`src/rtl/serial_out_scheduler.sv`:
```
// serial_out_scheduler
// Sequences decoded UART commands into CH_NUM serial output channels.
// A frequency command (0x0A) stages the bit periods and the slow/fast
// pattern. A data command (0x0B) becomes a start (load) or stop request
// for one channel. The block tracks which channels are running and drops
// illegal commands.
// Optional build macro: DROP_COUNT_EN enables the 8-bit saturating
// drop counter on drop_cnt_o. Without it, drop_cnt_o is tied to 0.
module serial_out_scheduler #(
  parameter int DATA_BIT    = 32,
  parameter int CH_NUM      = 16,
  parameter int ACK_TIMEOUT = 255
) (
  input  logic                clk_i,
  input  logic                rst_i,
  input  logic                dec_done_tick_i,
  input  logic [7:0]          dec_cmd_i,
  input  logic [DATA_BIT-1:0] dec_output_pattern_i,
  input  logic [DATA_BIT-1:0] dec_freq_pattern_i,
  input  logic [3:0]          dec_sel_out_i,
  input  logic                dec_start_i,
  input  logic                dec_stop_i,
  input  logic                dec_mode_i,
  input  logic [7:0]          dec_slow_period_i,
  input  logic [7:0]          dec_fast_period_i,
  input  logic [CH_NUM-1:0]   ch_ack_i,
  input  logic [CH_NUM-1:0]   ch_done_i,
  output logic [CH_NUM-1:0]   ch_load_o,
  output logic [CH_NUM-1:0]   ch_stop_o,
  output logic [DATA_BIT-1:0] cfg_pattern_o,
  output logic [DATA_BIT-1:0] cfg_freq_o,
  output logic [7:0]          cfg_slow_o,
  output logic [7:0]          cfg_fast_o,
  output logic                cfg_mode_o,
  output logic [CH_NUM-1:0]   ch_busy_o,
  output logic                sched_busy_o,
  output logic                overflow_o,
  output logic                cmd_err_o,
  output logic [7:0]          drop_cnt_o
);

  localparam logic [1:0] S_IDLE   = 2'd0;
  localparam logic [1:0] S_DECIDE = 2'd1;
  localparam logic [1:0] S_LOAD   = 2'd2;

  localparam logic [7:0] CMD_FREQ = 8'h0A;
  localparam logic [7:0] CMD_DATA = 8'h0B;

  // Last cycle of the ack wait window; the timer starts at 0 on entry.
  localparam logic [7:0] TMO_LAST = 8'(ACK_TIMEOUT - 1);
  localparam logic [CH_NUM-1:0] CH_ONE = {{(CH_NUM-1){1'b0}}, 1'b1};

  logic [1:0]          state_q, state_d;
  logic [7:0]          tmr_q;

  logic                freq_valid_q;
  logic [DATA_BIT-1:0] freq_q;
  logic [7:0]          slow_q;
  logic [7:0]          fast_q;

  logic [DATA_BIT-1:0] pat_q;
  logic [3:0]          sel_q;
  logic                start_q;
  logic                stop_q;
  logic                mode_q;

  logic [CH_NUM-1:0]   busy_q, busy_d;
  logic                ovf_q;
  logic                err_q;

  logic                sel_ok;
  logic [CH_NUM-1:0]   ch_hot;
  logic                ack_hit;
  logic                tick_ovf;
  logic                fsm_drop;
  logic                freq_load;
  logic                pend_load;
  logic                stop_fire;
  logic                ack_set;
  logic                load_act;

  // Channel decode of the pending command; out-of-range selects hit nothing.
  always_comb begin
    sel_ok   = ({1'b0, sel_q} < 5'(CH_NUM));
    ch_hot   = sel_ok ? (CH_ONE << sel_q) : '0;
    ack_hit  = |(ch_ack_i & ch_hot);
    tick_ovf = dec_done_tick_i && (state_q != S_IDLE);
    load_act = (state_q == S_LOAD);
    stop_fire = (state_q == S_DECIDE) && sel_ok && stop_q;
    ack_set   = load_act && ack_hit;
  end

  // Next-state logic and drop detection.
  always_comb begin
    state_d   = state_q;
    fsm_drop  = 1'b0;
    freq_load = 1'b0;
    pend_load = 1'b0;
    case (state_q)
      S_IDLE: begin
        if (dec_done_tick_i) begin
          if (dec_cmd_i == CMD_FREQ) begin
            if ((dec_slow_period_i != 8'd0) && (dec_fast_period_i != 8'd0))
              freq_load = 1'b1;
            else
              fsm_drop = 1'b1;
          end else if (dec_cmd_i == CMD_DATA) begin
            pend_load = 1'b1;
            state_d   = S_DECIDE;
          end
        end
      end
      S_DECIDE: begin
        state_d = S_IDLE;
        if (!sel_ok) begin
          fsm_drop = 1'b1;
        end else if (stop_q) begin
          // Stop pulse and busy clear are decoded from stop_fire.
          fsm_drop = 1'b0;
        end else if (start_q) begin
          if ((|(busy_q & ch_hot)) || !freq_valid_q)
            fsm_drop = 1'b1;
          else
            state_d = S_LOAD;
        end
      end
      S_LOAD: begin
        if (ack_hit) begin
          state_d = S_IDLE;
        end else if (tmr_q == TMO_LAST) begin
          fsm_drop = 1'b1;
          state_d  = S_IDLE;
        end
      end
      default: state_d = S_IDLE;
    endcase
  end

  // Busy flags: done and stop clear, ack sets, and set wins on a collision.
  always_comb begin
    busy_d = busy_q & ~ch_done_i;
    if (stop_fire) busy_d = busy_d & ~ch_hot;
    if (ack_set)   busy_d = busy_d | ch_hot;
  end

  // Control state, staged frequency config and sticky flags.
  always_ff @(posedge clk_i or posedge rst_i) begin
    if (rst_i) begin
      state_q      <= S_IDLE;
      tmr_q        <= 8'd0;
      freq_valid_q <= 1'b0;
      freq_q       <= '0;
      slow_q       <= 8'd0;
      fast_q       <= 8'd0;
      busy_q       <= '0;
      ovf_q        <= 1'b0;
      err_q        <= 1'b0;
    end else begin
      state_q <= state_d;
      tmr_q   <= load_act ? (tmr_q + 8'd1) : 8'd0;
      busy_q  <= busy_d;
      if (freq_load) begin
        freq_valid_q <= 1'b1;
        freq_q       <= dec_freq_pattern_i;
        slow_q       <= dec_slow_period_i;
        fast_q       <= dec_fast_period_i;
      end
      if (tick_ovf)            ovf_q <= 1'b1;
      if (tick_ovf || fsm_drop) err_q <= 1'b1;
    end
  end

  // Pending data command; only observed after it has been captured.
  always_ff @(posedge clk_i) begin
    if (pend_load) begin
      pat_q   <= dec_output_pattern_i;
      sel_q   <= dec_sel_out_i;
      start_q <= dec_start_i;
      stop_q  <= dec_stop_i;
      mode_q  <= dec_mode_i;
    end
  end

`ifdef DROP_COUNT_EN
  logic [7:0] drop_cnt_q;
  logic [1:0] drop_inc;

  function automatic logic [7:0] sat_add(input logic [7:0] a, input logic [1:0] n);
    logic [8:0] s;
    s = {1'b0, a} + {7'b0, n};
    return s[8] ? 8'hFF : s[7:0];
  endfunction

  assign drop_inc = {1'b0, fsm_drop} + {1'b0, tick_ovf};

  // Saturating count of drops and overflows.
  always_ff @(posedge clk_i or posedge rst_i) begin
    if (rst_i) drop_cnt_q <= 8'd0;
    else       drop_cnt_q <= sat_add(drop_cnt_q, drop_inc);
  end

  assign drop_cnt_o = drop_cnt_q;
`else
  assign drop_cnt_o = 8'd0;
`endif

  // Moore output decode; the config bus is driven only during a load.
  always_comb begin
    ch_load_o     = load_act ? ch_hot : '0;
    ch_stop_o     = stop_fire ? ch_hot : '0;
    cfg_pattern_o = load_act ? pat_q : '0;
    cfg_freq_o    = load_act ? freq_q : '0;
    cfg_slow_o    = load_act ? slow_q : 8'd0;
    cfg_fast_o    = load_act ? fast_q : 8'd0;
    cfg_mode_o    = load_act && mode_q;
    ch_busy_o     = busy_q;
    sched_busy_o  = (state_q != S_IDLE);
    overflow_o    = ovf_q;
    cmd_err_o     = err_q;
  end

endmodule

```
`config.mk`:
```
export PLATFORM = sky130hd
export DESIGN_NAME = serial_out_scheduler
export DESIGN_NICKNAME = d
export VERILOG_FILES = /design/src/rtl/serial_out_scheduler.sv
export SDC_FILE = /design/constraint.sdc
export NUM_CORES = 1
export LEC_CHECK = 0
export BUFFER_PORTS_ARGS = -buffer_cell sky130_fd_sc_hd__buf_4
export CORE_MARGIN = 8
export CORE_UTILIZATION = 30
export CTS_BUF_LIST = sky130_fd_sc_hd__clkbuf_8 sky130_fd_sc_hd__clkbuf_16
export DETAILED_ROUTE_END_ITERATION = 12
export GPL_TIMING_DRIVEN = 0
export PLACE_DENSITY_LB_ADDON = 0.3
export SLEW_MARGIN = 10
export SYNTH_ARGS = -nofsm -noshare
export SYNTH_HDL_FRONTEND = slang
export SYNTH_SLANG_ARGS = --single-unit
```
`constraint.sdc`:
```
create_clock -name clk_i -period 6.76 [get_ports clk_i]
set_input_delay 0.676 -clock clk_i [delete_from_list [all_inputs] [get_ports clk_i]]
set_output_delay 0.676 -clock clk_i [all_outputs]
set_load 0.02 [all_outputs]
```
== Word-level counts from Yosys, hierarchy flattened ==
Cells that the tools add are included.

* Bits in registers: 116
* Output and inout port bits: 140
* Word-level logic and storage cells: 82
* Bits of input ports: 130

* Shift operators: 1
* Bitwise logic cells: 7
* Add/sub/neg operators: 1
* Reductions and logical operators: 15
* Muxes and demuxes: 35
* Equal/unequal tests: 9

{| class="wikitable"
|+ Operators by type and width
! cell !! count
|-
| bitwise AND 16 bit || 4
|-
| 2-to-1 mux 16 bit || 4
|-
| 2-to-1 mux 32 bit || 2
|-
| inverter 16 bit || 2
|-
| OR reduction 16 bit || 2
|-
| 2-to-1 mux 8 bit || 3
|-
| equality test 8 x 4 -> 1 bit, second input constant || 2
|-
| 2-to-1 mux 1 bit || 16
|-
| 2-to-1 mux 2 bit || 8
|-
| bitwise OR 16 bit || 1
|-
| nonzero test 8 bit || 2
|-
| left shift 1 x 4 -> 16 bit, first input constant || 1
|-
| adder 8 x 1 -> 8 bit, second input constant || 1
|-
| equality test 8 bit, second input constant || 1
|-
| inequality test 2 bit, second input constant || 3
|-
| case mux 2 bit (3 select lines) || 1
|-
| logical AND 1 bit || 5
|-
| AND reduction 4 bit || 1
|-
| inequality test 3 x 2 -> 1 bit, second input constant || 1
|-
| case mux 1 bit (3 select lines) || 1
|-
| equality test 2 x 1 -> 1 bit, second input constant || 1
|-
| equality test 2 bit, second input constant || 1
|-
| logical NOT 2 bit || 1
|-
| logical OR 1 bit || 2
|-
| other kinds (2) || 2
|}

== Depth between registers and ports, before layout ==
Gate-level depths: netlist of the first run.

* Depth in word-level cells: 9
* Depth in mapped cells: 8
* Depth with buffers taken out: 6

== Least setup slack after synthesis of the first run ==
Ideal clock, no wire load.

* Kind: input to register
* From: input port dec_cmd_i[2]
* To: register mode_q, enable pin
* Stages on the path: 3
* Path slack: 3539 ps
* Setup time: 435 ps
* Required time: 6325 ps
* Data arrival time: 2786 ps
* Path buffers: 0
* Path through: nor4bb_1 > nand4b_1 > nor2_1

* Cells in the longest elaborated chain, start to end: 5
* Elaborated cells between the ends (all ways): 6
* Those cells by class: eq/ne (2); mux (4)

{| class="wikitable"
|+ Ends and longest elaborated chain
! element !! line !! RTL
|-
| start, declared || 17 || <nowiki>input logic [7:0] dec_cmd_i,</nowiki>
|-
| equality test 8 x 4 -> 1 bit || 107 || <nowiki>end else if (dec_cmd_i == CMD_DATA) begin</nowiki>
|-
| 2-to-1 mux 1 bit || 107 ||
|-
| 2-to-1 mux 1 bit (*) || 102 || <nowiki>if (dec_cmd_i == CMD_FREQ) begin</nowiki>
|-
| 2-to-1 mux 1 bit (*) || 101 || <nowiki>if (dec_done_tick_i) begin</nowiki>
|-
| 2-to-1 mux 1 bit (*) || 99 || <nowiki>case (state_q)</nowiki>
|-
| net pend_load || 77 || <nowiki>logic pend_load;</nowiki>
|-
| end signal, assigned || 180 || <nowiki>mode_q <= dec_mode_i;</nowiki>
|-
| end, declared || 65 || <nowiki>logic mode_q;</nowiki>
|}

The timed path passes the listed nets; every way through them passes the cells marked *.
A chain may end at the register's enable or synchronous reset.

== Worst setup path after layout of the first run ==
* From: register state_q[1]
* To: output port cfg_fast_o[5]

* Cells in the longest elaborated chain, start to end: 2

{| class="wikitable"
|+ Ends and longest elaborated chain
! element !! line !! RTL
|-
| start, declared || 53 || <nowiki>logic [1:0] state_q, state_d;</nowiki>
|-
| start signal, assigned || 159 || <nowiki>state_q <= state_d;</nowiki>
|-
| equality test 2 bit || 88 || <nowiki>load_act = (state_q == S_LOAD);</nowiki>
|-
| 2-to-1 mux 8 bit || 214 || <nowiki>cfg_fast_o = load_act ? fast_q : 8'd0;</nowiki>
|-
| end, declared || 33 || <nowiki>output logic [7:0] cfg_fast_o,</nowiki>
|}

Every way passes these cells.

==> summary.md, run 1 <==
| Metric | Value |
|---|---|
| Switching share of power | `between 20% and 30%` |
| RSZ-0062 raised after global routing | `false` |
| Fillers | `between 1,500 and 2,000` |
| Final setup fails | `0` |
| Tightest Pin Transition | `approximately 0.74 ns` |
| RD Place Congestion | `~0.88` |
| Worst setup path category | `reg -> out` |
| Yosys warnings | `0` |
| Largest family of logic cells by synthesized area | `simple AND/OR/NAND/NOR gates` |
| Syn_area_per_cell | `~12 µm²` |
| Fin. max-slew vios | `0` |
| Top post-synthesis cells by count | `82 x and2_1, 77 x dfrtp_1, 42 x nor2_1` |
| DIE AREA | `23,060 µm²` |
| CP Max Fanout | `10` |
| HP Class | `in -> async` |
| Fin. Hold Viols | `0` |
| Sequential share of power | `between 40 and 50%` |
| Setup crit end kind | `primary output` |
| Synth area leaders | `dfrtp_1 35%, edfxtp_1 21%, and2_1 9.3%, mux2_2 8.1%, nor2_1 2.8%` |
| Register area | `between 3000 and 4000 µm²` |
| Skew-Pair Late Insertion Delay | `0.41 ns` |
| Power Total | `about 1.8 mW` |
| NetSw | `between 300 and 400 µW` |
| Main flop type after synthesis | `dfrtp_1` |
| Area grow syn2layout | `52.80%` |
| Core Area | `between 15,000 and 20,000 µm²` |
| Clk pin slew, worst setup/hold paths | `~0.060 ns` |
| Hold_buf cts | `0` |
| Max clock buf depth | `2` |
| Arrival @ worst endpoint | `around 2.8 ns` |
| Post-synthesis simple-gate area fraction | `between 20% and 30%` |
| Startpoint types | `flip-flop` |
| P_int | `~1.4 mW` |
| I/O Pins | `270` |
| Max VDD drop | `~0.16 mV` |
| Share of cells above drive strength 1 | `just under 50%` |
| CTS buffer count | `17` |
| CP required | `approximately 6.1 ns` |
| Cell count after synthesis | `around 470` |
| WL final | `~18,000 µm` |
| Sequential element share of the synthesized area | `about 56%` |
| Post-DP HPWL | `around 14,000 µm` |
| Worst rel slew slack | `roughly 50%` |
| Flop-to-flop setup slack | `between 4 and 5 ns` |
| Leak Pwr | `4.122 nW` |
| Post-synthesis sequential element count | `between 100 and 150` |
| PD cells | `207.9 nW/µm²` |
| RR Endpoint | `ch_busy_o[5]` |
| Clock sink count | `116` |
| Clock Power Share | `around 52%` |
| Multi-input gate area | `2250 µm²` |
| Synth Area in Compound Gates | `5.377%` |
| I/O Buffers | `~260` |
| Global-route wire length before repair | `roughly 29,000 µm` |
| Initial drt markers | `about 190` |
| CTS tree | `built` |
| Nets@finish | `just under 900` |
| Num rows | `49` |
| Minimum clock period | `about 3.5 ns` |
| R2R Path Start | `state_q[1]` |
| Synth area leader | `dfrtp_1` |
| Synth top area share | `between 30% and 40%` |
| Gr usage total | `between 10% and 20%` |
| Max-cap violation count | `0` |
| Post-synthesis cell area | `5538 µm²` |
| Die Width | `151.9 µm` |
| # resized after CTS | `0` |
| Final Cycle Share | `51.94%` |
| 1st-pass router iterations | `4` |
| Combinational share of power | `under 10%` |
| Maximum clock frequency | `between 0.2 and 0.3 GHz` |
| Clock Skews | `~0.0078 ns` |
| Initial antenna violation count | `0` |
| Pin count of the biggest net entering global routing | `42` |
| Initial Util | `~31%` |
| Most common cell in the synthesized netlist | `and2_1` |
| Post-synthesis mux area share | `12.20%` |
| Root buffer cell | `clkbuf_16` |
| Routed vias | `about 4,600` |
| H-tree levels | `4` |
| Via density | `between 4 and 5` |
| Async set or reset register ratio after synthesis | `between 60% and 70%` |
| Status | `finished clean` |
| EDFF count, synth | `39` |
| Ant diodes | `0` |
| Unique masters post-synth | `55` |
| Die Span Y | `151.9 µm` |
| Synth Area in XOR/XNOR | `less than 1%` |
| Setup TNS | `0 ns` |
| Final routed DRC violation total | `0` |
| Wire per inst | `between 15 and 20 µm` |
| Post-route ant nets | `0` |
| Post-Synth Adder-Cell Area | `less than 1%` |
| Worst reg-to-reg path cell count | `4` |
| Setup bufs post-CTS | `0` |
| Vias in the first global route | `4,905` |
| GRT Residual Overflow | `0` |
-- placed cells by master (no fill, tap or decap), types with 8 or more instances in the layout --
master / count
edfxtp_1: 39
mux2_2: 40
mux2i_1: 9
nor2_1: 41
and2_1: 82
nand2b_1: 13
clkbuf_16: 17
o32ai_1: 9
mux2_4: 9
buf_2: 11
clkbuf_1: 12
nand3_1: 10
dfrtp_1: 77
buf_4: 269
conb_1: 8
nand2_1: 17
-- how the worst max path moves through the flow --
| stage | startpoint | end |
|---|---|---|
| 3_3_place_gp | dec_cmd_i[2] | pat_q[30] |
| 4_1_cts | state_q[1] | cfg_fast_o[5] |
| 5_1_grt | state_q[1] | cfg_slow_o[3] |
| 6_report | state_q[1] | cfg_fast_o[5] |
| 2_1_floorplan | dec_cmd_i[2] | mode_q |
| 3_5_place_dp | state_q[1] | cfg_fast_o[5] |
-- metal layers --
| layer | vias to the layer above | track usage [%] | wire length (µm) | part of all wire [%] |
|---|---|---|---|---|
| met5 | - | 0 | 0 | 0 |
| met4 | 0 | 3.913 | 204 | 1.1 |
| met3 | 17 | 7.197 | 1759 | 9.7 |
| met2 | 196 | 25.67 | 8804 | 49 |
| met1 | 2183 | 18.01 | 7276 | 40 |
| li1 | 2197 | - | - | - |
-- per-stage QoR --
stage	setup slack [ns]	util, %	cells	instance area (µm²)	hold slack (ns)
floorplan	3.539	-	474	5564	0.4275
global placement	2.560	43.33	964	7810	0.4416
detailed placement	3.562	43.65	966	7868	0.4505
CTS	3.108	46.95	998	8462	0.3210
global route	2.973	46.95	998	8462	0.3343
finish	3.249	46.95	998	8462	0.3061
-- sequential cells by signal, indices dropped and copies added (netlist names) --
register	flops
slow_q	8
pat_q	32
tmr_q	8
ch_busy_o	16
overflow_o	1
stop_q	1
mode_q	1
sel_q	4
cmd_err_o	1
state_q	2
fast_q	8
freq_valid_q	1
start_q	1
freq_q	32
-- critical path, cell delays in order, from the launching register on --
cell and delay (ns):
dfrtp_1 0.43, nor2b_1 0.59, clkbuf_1 0.58, clkbuf_1 0.46, and2_1 0.21, buf_4 0.14
-- power by group through the flow --
stage	Sequential, mW	Combinational (mW)	Clock (mW)
floorplan	0.760	0.0347	0
global placement	0.760	0.100	0
detailed placement	0.761	0.105	0
CTS	0.747	0.105	0.933
global route	0.749	0.113	0.961
finish	0.747	0.104	0.908
-- area by class of cell --
type	count	share of cell area (%)
repair buffers	263	23.72
well taps	229	3.386
clock inverters	15	1.996
clock buffers	17	5.027
plain buffers	35	2.336
flip-flops and latches	116	36.61
inverters	7	0.3401
multi-input cells	316	26.59
-- kinds of logic (layout without fill, tap and decap cells) --
kind of cell	count (synthesis)	count (layout)
buf+inv	42	337
flops	116	116
xor+xnor	4	4
simple gates	207	207
mux	58	58
other cells	1	8
fa+ha+maj	2	2
compound gates	37	37
Power figures use the tool's default switching activity.
==> run 2, diff against run 1 <==
--- a/config.mk
+++ b/config.mk
@@ -5,6 +5,7 @@
 export SDC_FILE = /design/constraint.sdc
 export NUM_CORES = 1
 export LEC_CHECK = 0
+export ABC_AREA = 1
 export BUFFER_PORTS_ARGS = -buffer_cell sky130_fd_sc_hd__buf_4
 export CORE_MARGIN = 8
 export CORE_UTILIZATION = 30
==> constraint.sdc (replaced) <==
create_clock -name clk_i -period 3.2 [get_ports clk_i]
set_input_delay 0.32 -clock clk_i [delete_from_list [all_inputs] [get_ports clk_i]]
set_output_delay 0.32 -clock clk_i [all_outputs]
set_load 0.02 [all_outputs]
==> run 2 against run 1 <==
  * Power increased by 120%
  * Critical path type unchanged
  * Sequential share of layout area fell by 1.2 points
  * Non-clock buffer count grew 6
  * Synthesized cell count is 48% higher
  * Setup slack worse by 2.9 ns
  * Count of clock-buffer cells in the layout increased by 3
  * Clock power up 130%
  * Highest routed layer unchanged
==> summary.md, run 2 <==
| Metric | Value |
|---|---|
| Status | `finished clean (unchanged)` |
| Minimum clock period | `approximately 2.8 ns` |
| Wire per inst | `15.78 µm (was 18.08 µm)` |
| Setup bufs post-CTS | `0 (unchanged)` |
| P_int | `3.078 mW (was 1.361 mW)` |
| Max clock buf depth | `2 (unchanged)` |
| Synth top area share | `33.42% (was 34.79%)` |
| Skew-Pair Late Insertion Delay | `0.41 ns (about the same)` |
| Slowest Stage Delay on Critical Path | `0.53 ns (was 0.59 ns)` |
| Final Cycle Share | `roughly 90%` |
| Switching share of power | `20.28% (was 22.65%)` |
| Fin. Hold Viols | `0 (unchanged)` |
| Final routed DRC violation total | `0 (unchanged)` |
| Routed vias | `5,389 (was 4,593)` |
| Num rows | `50 (was 49)` |
| Global-route wire length before repair | `30,380 µm (was 28,630 µm)` |
| NetSw | `782.9 µW (was 398.5 µW)` |
| CP required | `2.88 ns (was 6.08 ns)` |
| Unique masters post-synth | `32 (was 55)` |
| R2R Path Start | `state_q[1] (unchanged)` |
| Core Area | `18,770 µm² (was 18,020 µm²)` |
| Top post-synthesis cells by count | `155 x inv_1, 137 x nor2_1, 77 x dfrtp_1 (was 82 x and2_1, 77 x dfrtp_1, 42 x nor2_1)` |
| Commonest non-fill, non-tap cell in the layout | `buf_4 (unchanged)` |
| Post-DP HPWL | `15,110 µm (was 14,210 µm)` |
| Initial drt markers | `238 (was 185)` |
| Initial Util | `30.72% (about the same)` |
| RD Place Congestion | `0.8032 (was 0.8782)` |
| Most common cell in the synthesized netlist | `inv_1 (was and2_1)` |
| Final worst setup slack | `0.3846 ns (was 3.249 ns)` |
| Via density | `4.396 (was 4.602)` |
| H-tree levels | `4 (unchanged)` |
| Clock Skews | `0.009027 ns (was 0.007805 ns)` |
| Commonest cells after routing, fill and taps aside | `272 x buf_4, 158 x inv_1, 136 x nor2_1, 77 x dfrtp_1, 70 x nand2_1 (was 269 x buf_4, 82 x and2_1, 77 x dfrtp_1, 41 x nor2_1, 40 x mux2_2)` |
| 1st-pass router iterations | `4 (unchanged)` |
| Fin. max-slew vios | `0 (unchanged)` |
| Share of cells above drive strength 1 | `35.38% (was 49.41%)` |
| Combinational share of power | `5.8% (was 5.9%)` |
| CTS buffer count | `17 (unchanged)` |
| Max VDD drop | `0.3262 mV (was 0.1599 mV)` |
| Flop-to-flop setup slack | `1.42 ns (was 4.32 ns)` |
| CP Max Fanout | `10 (unchanged)` |
| Yosys warnings | `0 (unchanged)` |
| Synth area leader | `dfrtp_1 (unchanged)` |
| Nets@finish | `1,111 (was 888)` |
| Max-cap violation count | `0 (unchanged)` |
| Crit path launch | `state_q[1] (unchanged)` |
| Die Width | `154.6 µm (was 151.9 µm)` |
| Main flop type after synthesis | `dfrtp_1 (unchanged)` |
| Synth area leaders | `dfrtp_1 33%, edfxtp_1 20%, inv_1 10%, nor2_1 8.9%, nand2_1 4.6% (was dfrtp_1 35%, edfxtp_1 21%, and2_1 9.3%, mux2_2 8.1%, nor2_1 2.8%)` |
| Setup crit end kind | `primary output (unchanged)` |
| Hold_sp | `dec_output_pattern_i[28]` |
| Post-synthesis cell area | `5766 µm² (was 5538 µm²)` |
| Worst setup path category | `reg -> out (unchanged)` |
| PD cells | `441.1 nW/µm² (was 207.9 nW/µm²)` |
| Final setup fails | `0 (unchanged)` |
| WL final | `19,350 µm (was 18,040 µm)` |
| Area grow syn2layout | `51.84% (was 52.80%)` |
| I/O Pins | `270 (unchanged)` |
| Async set or reset register ratio after synthesis | `66.38% (unchanged)` |
| Gr usage total | `16.26% (was 15.59%)` |
| Arrival @ worst endpoint | `2.50 ns (was 2.83 ns)` |
| Root buffer cell | `clkbuf_16 (unchanged)` |
| Cells along the critical path | `inv_1, nor2_1, inv_1, clkbuf_1, buf_1, nor2_1, buf_4 (was nor2b_1, clkbuf_1, clkbuf_1, and2_1, buf_4)` |
| GRT Residual Overflow | `0 (unchanged)` |
| Leak Pwr | `4.345 nW (was 4.122 nW)` |
| DIE AREA | `23,910 µm² (was 23,060 µm²)` |
| Worst rel slew slack | `51.29% (was 50.55%)` |
| Syn_area_per_cell | `8.368 µm² (was 11.86 µm²)` |
| Cell count after synthesis | `689 (was 467)` |
| Fillers | `1,898 (was 1,762)` |
| Clock Power Share | `53.3% (was 51.6%)` |
| EDFF count, synth | `39 (unchanged)` |
| I/O Buffers | `261 (unchanged)` |
| Vias in the first global route | `5,608 (was 4,905)` |
| Post-synthesis sequential element count | `116 (unchanged)` |
| Initial antenna violation count | `0 (unchanged)` |
| Pin count of the biggest net entering global routing | `48 (was 42)` |
| Post-route ant nets | `0 (unchanged)` |
| Startpoint types | `flip-flop (unchanged)` |
| Die Span Y | `154.6 µm (was 151.9 µm)` |
| Sequential share of power | `40.9% (was 42.5%)` |
| Ant diodes | `0 (unchanged)` |
| Clock sink count | `116 (unchanged)` |
| Maximum clock frequency | `0.3552 GHz` |
| RSZ-0062 raised after global routing | `false (unchanged)` |
| Slowest-stage cell, CP | `buf_1 (was nor2b_1)` |
| Area after DPL | `8102 µm² (was 7868 µm²)` |
| Tightest Pin Transition | `0.7307 ns (was 0.7361 ns)` |
| CTS tree | `built (unchanged)` |
| Sequential element share of the synthesized area | `53.73% (was 55.94%)` |
| Final instance area | `8755 µm² (was 8462 µm²)` |
| Pre-CTS WS | `0.5740 ns (was 3.562 ns)` |
| Clk pin slew, worst setup/hold paths | `0.06 ns (about the same)` |
| HP Class | `in -> reg (was in -> async)` |
==> run 2: power groups by stage <==
stage	sequential, mW	combinational (mW)	clock [mW]
floorplan	1.60	0.0791	0
global placement	1.61	0.216	0
detailed placement	1.61	0.226	0
CTS	1.58	0.227	2.11
global route	1.58	0.250	2.17
finish	1.58	0.223	2.06
==> run 2: cell families (layout without fill, tap and decap cells) <==
kind of cell	after synthesis	count (layout)	synth area share [%]
compound gates	83	83	8.160
fa+ha+maj	2	2	0.4340
buf+inv	197	493	15.10
flops	116	116	53.73
other cells	1	8	0.06504
simple gates	290	290	22.50
==> run 2: per-stage QoR <==
stage / utilization [%] / total power, mW / cells / hold slack, ns / setup TNS, ns
after CTS: 46.64 / 3.916 / 1226 / 0.06336 / 0
after global routing: 46.65 / 4.003 / 1226 / 0.05764 / 0
after global placement: 42.86 / 1.821 / 1191 / 0.4501 / -61.61
after detailed placement: 43.17 / 1.832 / 1193 / 0.3758 / 0
after floorplan: - / 1.683 / 696 / 0.4182 / 0
final: 46.65 / 3.861 / 1226 / 0.08526 / 0
==> run 2: cell type report <==
class                   instances  area, µm²  area share, %
repair buffers                264       2017          23.04
clock buffers                  20      478.0          5.459
clock inverters                12      163.9          1.872
multi-input cells             383       1831          20.91
plain buffers                  40      282.8          3.230
flip-flops and latches        116       3098          35.39
well taps                     234      292.8          3.344
inverters                     157      591.8          6.760
==> run 2: timing repair <==
action / 4_1_cts / 5_1_grt
hold buffers: 1 / 0
endpoints found under the hold margin: 30 / 0
resized for setup: 0 / 3
setup endpoints to repair: 0 / 10
==> run 2: worst paths after layout <==
| kind | end | cells past startpoint |
|---|---|---|
| max | cfg_freq_o[27] | 7 |
| min | pat_q[28] | 1 |
| max reg2reg | ch_busy_o[6] | 7 |
| min reg2reg | freq_valid_q | 2 |
| max in group asynchronous | freq_q[29] | 4 |
| min in group asynchronous | ch_busy_o[0] | 3 |
==> run 2: routing by layer <==
layer  vias up  share of wire [%]  global-route usage (%)
li1       2701                  -                       -
met5         -                  0                       0
met4         0                1.7                   5.040
met2       191                 50                   27.57
met1      2471                 39                   17.85
met3        26                9.2                   7.467
==> run 2: critical path, delay by kind of cell, from the launching register on <==
kind | cells | cell delay [ns]
buffers and inverters | 5 | 1.43
AND/OR/NAND/NOR | 2 | 0.27
flip-flops | 1 | 0.38
==> run 3, diff against run 2 <==
--- a/config.mk
+++ b/config.mk
@@ -5,7 +5,6 @@
 export SDC_FILE = /design/constraint.sdc
 export NUM_CORES = 1
 export LEC_CHECK = 0
-export ABC_AREA = 1
 export BUFFER_PORTS_ARGS = -buffer_cell sky130_fd_sc_hd__buf_4
 export CORE_MARGIN = 8
 export CORE_UTILIZATION = 30
==> run 3 against run 2 <==
  * Hold slack got worse by 0.0020 ns
  * Maximum frequency decreased by 5.0%
  * Sequential cell count unchanged
  * Utilization increased by 0.37 points
  * Clock power decreased by 7%
  * Combinational power about the same
  * Die area decreased by 3.5%
  * Clock skew decreased by 0.0021 ns
  * Count of clock-buffer cells in the layout decreased by 3
  * Largest power group unchanged
  * First-iteration DRC count decreased by 37%
==> summary.md, run 3 (synthesis results as in run 1) <==
| Metric | Value |
|---|---|
| Status | `finished clean (unchanged)` |
| Hold_sp | `dec_output_pattern_i[28] (unchanged)` |
| Final worst setup slack | `0.2351 ns (was 0.3846 ns)` |
| Max VDD drop | `0.3385 mV (was 0.3262 mV)` |
| Fin. Hold Viols | `0 (unchanged)` |
| Tightest Pin Transition | `0.7288 ns (was 0.7307 ns)` |
| CTS buffer count | `17 (unchanged)` |
| Via density | `4.616 (was 4.396)` |
| Max-cap violation count | `0 (unchanged)` |
| Num rows | `49 (was 50)` |
| Ant diodes | `0 (unchanged)` |
| Arrival @ worst endpoint | `2.64 ns (was 2.50 ns)` |
| Skew-Pair Late Insertion Delay | `0.41 ns (about the same)` |
| Final Cycle Share | `92.65% (was 87.98%)` |
| Area grow syn2layout | `53.03% (was 51.84%)` |
| Area after DPL | `7868 µm² (was 8102 µm²)` |
| Core Area | `18,020 µm² (was 18,770 µm²)` |
| Commonest non-fill, non-tap cell in the layout | `buf_4 (unchanged)` |
| H-tree levels | `4 (unchanged)` |
| RSZ-0062 raised after global routing | `false (unchanged)` |
| Crit path launch | `state_q[1] (unchanged)` |
| DIE AREA | `23,060 µm² (was 23,910 µm²)` |
| Root buffer cell | `clkbuf_16 (unchanged)` |
| Clk pin slew, worst setup/hold paths | `0.06 ns (about the same)` |
| Final instance area | `8474 µm² (was 8755 µm²)` |
| Setup crit end kind | `primary output (unchanged)` |
| Initial Util | `30.72% (about the same)` |
| Commonest cells after routing, fill and taps aside | `269 x buf_4, 82 x and2_1, 77 x dfrtp_1, 41 x nor2_1, 40 x mux2_2 (was 272 x buf_4, 158 x inv_1, 136 x nor2_1, 77 x dfrtp_1, 70 x nand2_1)` |
| Initial antenna violation count | `0 (unchanged)` |
| Initial drt markers | `151 (was 238)` |
| Worst setup path category | `reg -> out (unchanged)` |
| Final setup fails | `0 (unchanged)` |
| GRT Residual Overflow | `0 (unchanged)` |
| Pre-CTS WS | `0.3583 ns (was 0.5740 ns)` |
| Slowest-stage cell, CP | `clkbuf_1 (was buf_1)` |
| CP required | `2.88 ns (about the same)` |
| Power Total | `3.718 mW (was 3.861 mW)` |
| Clock Skews | `0.006922 ns (was 0.009027 ns)` |
| Pin count of the biggest net entering global routing | `42 (was 48)` |
| R2R Path Start | `state_q[1] (unchanged)` |
| CTS tree | `built (unchanged)` |
| Routed vias | `4,611 (was 5,389)` |
| PD cells | `438.7 nW/µm² (was 441.1 nW/µm²)` |
| Fin. max-slew vios | `0 (unchanged)` |
| CP dominant cell by count | `clkbuf_1` |
| Minimum clock period | `2.965 ns (was 2.815 ns)` |
| Post-route ant nets | `0 (unchanged)` |
| Post-DP HPWL | `14,210 µm (was 15,110 µm)` |
| Final routed DRC violation total | `0 (unchanged)` |
| Max clock buf depth | `2 (unchanged)` |
| Gr usage total | `15.60% (was 16.26%)` |
| Share of cells above drive strength 1 | `49.48% (was 35.38%)` |
| Slowest Stage Delay on Critical Path | `0.57 ns (was 0.53 ns)` |
| Vias in the first global route | `4,916 (was 5,608)` |
| Startpoint types | `flip-flop (unchanged)` |
| Worst rel slew slack | `51.04% (was 51.29%)` |
| Nets@finish | `889 (was 1,111)` |
| Setup bufs post-CTS | `0 (unchanged)` |
| WL final | `18,120 µm (was 19,350 µm)` |
| Fillers | `1,761 (was 1,898)` |
| I/O Pins | `270 (unchanged)` |
| Wire per inst | `18.14 µm (was 15.78 µm)` |
| Cells along the critical path | `nor2b_2, clkbuf_1, clkbuf_1, and2_1, buf_4 (was inv_1, nor2_1, inv_1, clkbuf_1, buf_1, nor2_1, buf_4)` |
| Die Span Y | `151.9 µm (was 154.6 µm)` |
| Die Width | `151.9 µm (was 154.6 µm)` |
| CP Max Fanout | `10 (unchanged)` |
| Clock sink count | `116 (unchanged)` |
| HP Class | `in -> reg (unchanged)` |
| RD Place Congestion | `0.8782 (was 0.8032)` |
| 1st-pass router iterations | `4 (unchanged)` |
| Maximum clock frequency | `0.3373 GHz (was 0.3552 GHz)` |
| Global-route wire length before repair | `28,640 µm (was 30,380 µm)` |
| I/O Buffers | `261 (unchanged)` |
| Leak Pwr | `4.126 nW (was 4.345 nW)` |
-- run 3: area by class of cell --
cell class / instances / area [µm²] / share of cell area [%]
tap: 229 / 286.5 / 3.381
clock buffer: 17 / 425.4 / 5.020
buffer: 35 / 197.7 / 2.333
sequential: 116 / 3098 / 36.56
timing repair buffer: 264 / 2017 / 23.80
clock inverter: 15 / 168.9 / 1.993
multi-input combinational: 316 / 2252 / 26.58
inverter: 7 / 28.78 / 0.3396
-- run 3: per-layer routing --
metal	global-route usage, %	part of all wire [%]	up-vias
met3	7.197	9.2	21
met2	25.74	49	201
met5	0	0	-
met4	3.913	1.5	0
met1	17.98	41	2192
li1	-	-	2197
-- run 3: per-stage QoR --
stage / util [%] / std cells / hold slack (ns) / TNS (ns)
after detailed placement: 43.65 / 966 / 0.4126 / 0
after global routing: 47.02 / 999 / 0.05681 / 0
after CTS: 47.02 / 999 / 0.06046 / 0
after global placement: 43.33 / 964 / 0.4416 / -52.96
final: 47.02 / 999 / 0.08328 / 0
after floorplan: - / 474 / 0.4189 / 0
-- run 3: worst paths after layout --
kind                                 end  slack [ns]  cells after the start
setup / recovery           cfg_fast_o[5]        0.24                      5
hold / removal                 pat_q[28]        0.08                      1
setup reg to reg            ch_busy_o[5]        0.95                      4
hold reg to reg               overflow_o        0.46                      1
max in group asynchronous      slow_q[5]        2.10                      4
min in group asynchronous     freq_q[29]        0.51                      3
-- run 3: where the power goes --
group / switching [mW] / internal [mW] / leakage [nW]
Combinational: 0.0760 / 0.144 / 2.43
Clock: 0.753 / 1.17 / 0.290
Sequential: 0.0128 / 1.57 / 1.41
-- run 3: worst max-delay path: cells and delay by family (launching register included) --
family,cells,cell delay (ns)
DFF,1,0.44
and+or+nand+nor,2,0.62
buffers and inverters,3,1.17
-- run 3: what timing repair did --
action	CTS	global route
endpoints found under the hold margin	36	0
hold buffers	1	0
endpoints found under the setup margin	20	0
gates resized for setup	1	0
